===== config.mk =====
export PLATFORM = sky130hd
export DESIGN_NAME = pitch_period_estimator
export DESIGN_NICKNAME = d
export VERILOG_FILES = /design/src/rtl/pitch_period_estimator.sv
export SDC_FILE = /design/constraint.sdc
export NUM_CORES = 1
export LEC_CHECK = 0
export ABC_AREA = 1
export ABC_CLOCK_PERIOD_IN_PS = 6100
export CAP_MARGIN = 20
export CELL_PAD_IN_SITES_DETAIL_PLACEMENT = 1
export CELL_PAD_IN_SITES_GLOBAL_PLACEMENT = 1
export CORE_ASPECT_RATIO = 1.1
export CORE_MARGIN = 2
export CORE_UTILIZATION = 48
export CTS_BUF_LIST = sky130_fd_sc_hd__clkbuf_16
export CTS_CLUSTER_DIAMETER = 100
export DETAILED_ROUTE_END_ITERATION = 10
export PLACE_DENSITY = 0.87
export RECOVER_POWER = 100
export SKIP_LAST_GASP = 1
export SLEW_MARGIN = 20
export SYNTH_ARGS = -nofsm -noshare
export SYNTH_HDL_FRONTEND = slang
export SYNTH_SLANG_ARGS = --single-unit

===== constraint.sdc =====
create_clock -name clk -period 6.1 [get_ports clk]
set_input_delay 0.915 -clock clk [delete_from_list [all_inputs] [get_ports clk]]
set_output_delay 0.915 -clock clk [all_outputs]
set_load 0.005 [all_outputs]

===== src/rtl/pitch_period_estimator.sv =====
// rtl/pitch_period_estimator.sv - mean rising-zero-crossing period of a captured PCM buffer (option: PPE_HYSTERESIS_EN)
module pitch_period_estimator #(
   parameter int N_SAMPLES = 2048,
   parameter int ADDR_W    = 11,
   parameter int DATA_W    = 10,
   parameter int FRAC_W    = 4,
   parameter int PERIOD_W  = 15,
   parameter int HYST      = 8
) (
   input  logic                clk,
   input  logic                rst,
   input  logic                start,
   output logic [ADDR_W-1:0]   mem_addr,
   input  logic [DATA_W-1:0]   mem_data,
   output logic                busy,
   output logic                done,
   output logic                valid,
   output logic [PERIOD_W-1:0] period,
   output logic [ADDR_W-1:0]   xings
);

   localparam int CNT_W  = ADDR_W + 1;
   localparam int DCNT_W = $clog2(PERIOD_W + 1);
   localparam logic [CNT_W-1:0]  SCAN_LAST = CNT_W'(N_SAMPLES);
   localparam logic [ADDR_W-1:0] ADDR_LAST = ADDR_W'(N_SAMPLES - 1);
   localparam logic [ADDR_W-1:0] XING_MAX  = '1;
   localparam logic [DCNT_W-1:0] DIV_LAST  = DCNT_W'(PERIOD_W - 1);

   typedef enum logic [1:0] {S_IDLE, S_SCAN, S_DIVIDE, S_DONE} state_t;

   state_t state, state_nxt;

   // Scan bookkeeping: scan_cnt runs one ahead of the sample being evaluated
   logic [CNT_W-1:0]  scan_cnt;
   logic [ADDR_W-1:0] xing_cnt, first_idx, last_idx;
   logic              det_arm;

   // Restoring divider registers
   logic [PERIOD_W-1:0] quo;
   logic [ADDR_W-1:0]   rem, den;
   logic [DCNT_W-1:0]   div_cnt;

   logic signed [DATA_W-1:0] sample;
   logic [ADDR_W-1:0]   smp_idx;
   logic                sample_ok, xing, arm_nxt;
   logic [ADDR_W-1:0]   cnt_nxt, first_nxt, last_nxt;
   logic [ADDR_W:0]     rem_sh;
   logic [ADDR_W-1:0]   rem_nxt;
   logic [PERIOD_W-1:0] quo_nxt, num_init;

   assign sample    = mem_data;
   assign smp_idx   = ADDR_W'(scan_cnt - 1'b1);
   assign sample_ok = (state == S_SCAN) && (scan_cnt != '0);

`ifdef PPE_HYSTERESIS_EN
   localparam logic signed [DATA_W-1:0] HYST_P = DATA_W'(HYST);
   localparam logic signed [DATA_W-1:0] HYST_N = -HYST_P;

   // Hysteresis detector: arm below -HYST, fire (and disarm) above +HYST
   always_comb begin
      xing    = 1'b0;
      arm_nxt = det_arm;
      if (det_arm && (sample >= HYST_P)) begin
         xing    = 1'b1;
         arm_nxt = 1'b0;
      end else if (sample <= HYST_N) begin
         arm_nxt = 1'b1;
      end
   end
`else
   // Sign detector: det_arm remembers that the previous sample was negative
   always_comb begin
      xing    = det_arm && !sample[DATA_W-1];
      arm_nxt = sample[DATA_W-1];
   end
`endif

   // Crossing bookkeeping for the sample arriving this cycle
   always_comb begin
      cnt_nxt   = xing_cnt;
      first_nxt = first_idx;
      last_nxt  = last_idx;
      if (sample_ok && xing) begin
         if (xing_cnt == '0) first_nxt = smp_idx;
         last_nxt = smp_idx;
         if (xing_cnt != XING_MAX) cnt_nxt = xing_cnt + 1'b1;
      end
   end

   // One restoring-division step plus the numerator loaded when scanning ends
   always_comb begin
      rem_sh   = {rem, quo[PERIOD_W-1]};
      quo_nxt  = {quo[PERIOD_W-2:0], 1'b0};
      rem_nxt  = rem_sh[ADDR_W-1:0];
      if (rem_sh >= {1'b0, den}) begin
         rem_nxt = ADDR_W'(rem_sh - {1'b0, den});
         quo_nxt = {quo[PERIOD_W-2:0], 1'b1};
      end
      num_init = PERIOD_W'({ADDR_W'(last_nxt - first_nxt), {FRAC_W{1'b0}}});
   end

   // Next-state logic
   always_comb begin
      state_nxt = state;
      case (state)
         S_IDLE:   if (start) state_nxt = S_SCAN;
         S_SCAN:   if (scan_cnt == SCAN_LAST)
                      state_nxt = (cnt_nxt >= ADDR_W'(2)) ? S_DIVIDE : S_DONE;
         S_DIVIDE: if (div_cnt == DIV_LAST) state_nxt = S_DONE;
         S_DONE:   state_nxt = S_IDLE;
         default:  state_nxt = S_IDLE;
      endcase
   end

   // State register
   always_ff @(posedge clk or posedge rst) begin
      if (rst) state <= S_IDLE;
      else     state <= state_nxt;
   end

   // Datapath, address generation and result registers
   always_ff @(posedge clk or posedge rst) begin
      if (rst) begin
         mem_addr  <= '0;
         busy      <= 1'b0;
         done      <= 1'b0;
         valid     <= 1'b0;
         period    <= '0;
         xings     <= '0;
         scan_cnt  <= '0;
         xing_cnt  <= '0;
         first_idx <= '0;
         last_idx  <= '0;
         det_arm   <= 1'b0;
         quo       <= '0;
         rem       <= '0;
         den       <= '0;
         div_cnt   <= '0;
      end else begin
         busy <= (state_nxt != S_IDLE);
         done <= (state_nxt == S_DONE);
         case (state)
            S_IDLE: begin
               mem_addr <= '0;
               if (start) begin
                  scan_cnt  <= '0;
                  xing_cnt  <= '0;
                  first_idx <= '0;
                  last_idx  <= '0;
                  det_arm   <= 1'b0;
               end
            end
            S_SCAN: begin
               scan_cnt  <= scan_cnt + 1'b1;
               if (mem_addr != ADDR_LAST) mem_addr <= mem_addr + 1'b1;
               if (sample_ok) det_arm <= arm_nxt;
               xing_cnt  <= cnt_nxt;
               first_idx <= first_nxt;
               last_idx  <= last_nxt;
               if (scan_cnt == SCAN_LAST) begin
                  if (cnt_nxt >= ADDR_W'(2)) begin
                     quo     <= num_init;
                     rem     <= '0;
                     den     <= cnt_nxt - 1'b1;
                     div_cnt <= '0;
                  end else begin
                     valid  <= 1'b0;
                     period <= '0;
                     xings  <= cnt_nxt;
                  end
               end
            end
            S_DIVIDE: begin
               quo     <= quo_nxt;
               rem     <= rem_nxt;
               div_cnt <= div_cnt + 1'b1;
               if (div_cnt == DIV_LAST) begin
                  period <= quo_nxt;
                  valid  <= 1'b1;
                  xings  <= xing_cnt;
               end
            end
            S_DONE: mem_addr <= '0;
            default: mem_addr <= '0;
         endcase
      end
   end

endmodule


==> impl_metrics.csv <==
group,metric,value,unit
floorplan,die_h,138.0,um
layout,final_layout_size_suffix_gt1_frac,0.06578,
critical_path,slowest_stage,"clkbuf_1",
layout,area_delta_synth_final,13.63,%
critical_path,worstPathArrival,4.99,ns
detailed_routing,drc,0,
synthesis,synth_edf_count,0,
floorplan,num_rows,48,
critical_path,r2r_slack,1.43,ns
synthesis,synth_top_cell_area_share,0.4122,
timing,tightestPinTransition,2.398,ns
clocking,clk_pin_slew,0.06,ns
detailed_routing,dr.first_iter.drc_count,486,
detailed_routing,first_pass_iters,6,
detailed_routing,num_vias,7093,
timing,max_freq,214.0,MHz
global_route,antenna_found_initial,0,
clocking,clk_latency,0.43,ns
timing,final.min_clock_period,4.674,ns
clocking,clkSinkCount,129,
clocking,h-tree-depth,4,
timing,hold_viol_final,0,
floorplan,die-area,0.01735,mm2
critical_path,start_kind,"flop",
layout,layout_common_cells,"nand2_1, dfrtp_1, inv_1, o21ai_0, nor2_1",
timing,timing.setup.tns,0,ns
synthesis,synth_cell_types,50,
synthesis,syn_area,0.007831,mm2
timing,skew,0.01143,ns
layout,layout_commonest_cell,"nand2_1",
critical_path,crit_chain,"inv_1, ha_1, clkbuf_1, inv_1, nor2_1, clkbuf_1, inv_1, clkbuf_1, nand2_1, nand2_1, nor2_1, nand4_1, nor2_1, nand3_1, o22ai_1, a21oi_1",
layout,finalNetCount,1084,
detailed_routing,wirelength,23170,um
placement,place_inst,1217,
timing,finalSetupViolCount,0,
clocking,cts_tree,"built",
global_route,grt_overflow,0,
floorplan,die_w,125.8,um
floorplan,io_pins,53,
placement,hpwl,15030,um
critical_path,reg2reg_from,"state[1]$_DFF_PP0_",
timing,slew_violations,134,
global_route,grt_pass1_wl,38740,um
synthesis,synth_flop_cell,"dfrtp_1",
critical_path,crit_required,6.41,ns
min_path,hold_path.class,"flop to flop",
clocking,cts-root-buf,"clkbuf_16",
synthesis,yosys.area.top_type,"dfrtp_1",
critical_path,crit_type,"flop to flop",
timing,rsz0062_at_grt,"no",
clocking,post_cts_buffers,0,
outcome,status,"finished, violations left",
layout,register_area,0.003228,mm2
global_route,grt_usage,0.2808,
global_route,grt_max_degree,46,
layout,multiInputGateArea,0.003877,mm2
floorplan,core_area,0.01586,mm2
flow_run,maxCapViolations,3,
layout,diodes,0,
synthesis,synth_area_leaders,"dfrtp_1, nand2_1, ha_1",
power,p_leak,4.416,nW
layout,nFillCells,1943,
critical_path,cp_slowest_stage_delay,0.59,ns
synthesis,synth.net_count,1048,
synthesis,yosys_warnings,0,
clocking,numCtsBuffers,17,
timing,slew_headroom,-0.5987,
critical_path,critical_path_buf_inv_count,6,
critical_path,critical_path.top_delay_family,"buffers and inverters",
placement,io_buffers,43,
synthesis,ys_seq_area_frac,0.4122,
clocking,ctsResizeCount,0,
detailed_routing,via_per_inst,5.679,
critical_path,crit_start,"state[1]$_DFF_PP0_",
power,vdd_drop_max,0.2488,mV
detailed_routing,drtAntennaViolNets,0,
clocking,holdBufCountCts,0,
timing,fin_crit_sh,0.7662,
synthesis,synth_seq_cells,129,
power,pwr_density_cell,366.4,mW/mm2
synthesis,synthArstFlopShare,1.000,
detailed_routing,wl_per_cell,18.55,um
floorplan,start_util,0.4939,
synthesis,syn_inst,1000,
layout,instances_no_fill,1249,
synthesis,avgSynthCellArea,7.831,um2
placement,place_congestion,0.8379,
outcome,violations,"capacitance limit, slew limit",
global_route,grt_pass1_vias,7626,
critical_path,cp_max_fo,26,
clocking,clockBufferDepth,2,
min_path,worstHoldStart,"xings[7]$_DFFE_PP0P_",
critical_path,endpoint_kind,"flop",
==> final cells by class <==
type                            count  area share
Clock buffer                       17     0.04781
Sequential cell                   129      0.3628
Inverter                          108     0.04598
Timing Repair Buffer               51     0.05259
Clock inverter                     15     0.02700
Multi-Input combinational cell    729      0.4357
Tap cell                          200     0.02812
==> path summary, 6_finish.rpt <==
kind	end	cells after the start
min	xings[7]$_DFFE_PP0P_	2
max in group asynchronous	quo[12]$_DFFE_PP0P_	3
max reg2reg	scan_cnt[10]$_DFFE_PP0P_	16
min reg2reg	xings[7]$_DFFE_PP0P_	2
max	scan_cnt[10]$_DFFE_PP0P_	16
min in group asynchronous	rem[5]$_DFFE_PP0P_	2
==> Yosys cell counts, types with 2 or more instances <==
cell type and n:
nand2_1 291, inv_1 104, o21ai_1 18, o31ai_1 2, a211oi_1 3, nand3_2 4, o22ai_1 22, nor2_1 61
nor3b_1 2, or2_2 2, nor2_2 4, a31oi_1 3, nand2_4 4, buf_2 2, o21ai_0 79, buf_12 2
xnor2_1 7, nand4_1 10, nor4_1 2, buf_6 8, inv_2 2, a22o_1 9, nand3_1 32, o21a_1 3
xor2_1 29, ha_1 33, a21oi_1 38, fa_1 2, o2111ai_1 2, o21ai_2 24, buf_4 4, nand2_2 19
dfrtp_1 129, nor3_1 12, clkbuf_1 17
==> where the power goes <==
part	internal (mW)	total, mW	switching [mW]
logic	0.332	0.977	0.645
clock network	0.764	1.17	0.410
registers	0.977	1.11	0.133
==> cell families after synthesis <==
logic type,share of synthesized area
adders and majority gates,0.05784
AOI/OAI and AO/OA,0.1626
buffers and inverters,0.08244
xor gates and xnor gates,0.04026
DFF,0.4122
and+or+nand+nor,0.2446
==> layer usage <==
metal	part of all wire	vias to the layer above	wire length [um]	GRT usage
li1	-	3353	-	-
met1	0.43	3480	9933	0.3444
met2	0.49	200	11460	0.4862
met3	0.039	60	898	0.05015
met4	0.038	0	876	0.1288
met5	0	-	0	0
==> sequential cells by signal (all words and copies together) (netlist names), 11 cells and up <==
| register | count |
|---|---|
| period | 15 |
| first_idx | 11 |
| den | 11 |
| xings | 11 |
| last_idx | 11 |
| xing_cnt | 11 |
| quo | 15 |
| mem_addr | 11 |
| scan_cnt | 12 |
| rem | 11 |
==> stage by stage <==
stage / utilization / setup slack [ns] / hold slack, ns / cell area, um2 / total power, mW
2_1_floorplan: - / 1.744 / 0.4479 / 7831 / 1.812
3_3_place_gp: 0.5258 / 1.645 / 0.4616 / 8337 / 2.009
3_5_place_dp: 0.5258 / 1.489 / 0.4658 / 8337 / 2.065
4_1_cts: 0.5678 / 1.788 / 0.4814 / 9002 / 3.267
5_1_grt: 0.5612 / 0.8940 / 0.5009 / 8899 / 3.458
6_report: 0.5612 / 1.426 / 0.4701 / 8899 / 3.261
==> worst reg2reg max path, stage by stage, from the launching register on <==
cell      delay, ns
dfrtp_1        0.43
inv_1          0.13
ha_1           0.20
clkbuf_1       0.59
inv_1          0.31
nor2_1         0.20
clkbuf_1       0.51
inv_1          0.09
clkbuf_1       0.56
nand2_1        0.49
nand2_1        0.12
nor2_1         0.21
nand4_1        0.19
nor2_1         0.22
nand3_1        0.13
o22ai_1        0.13
a21oi_1        0.06
Power figures use the tool's default switching activity.
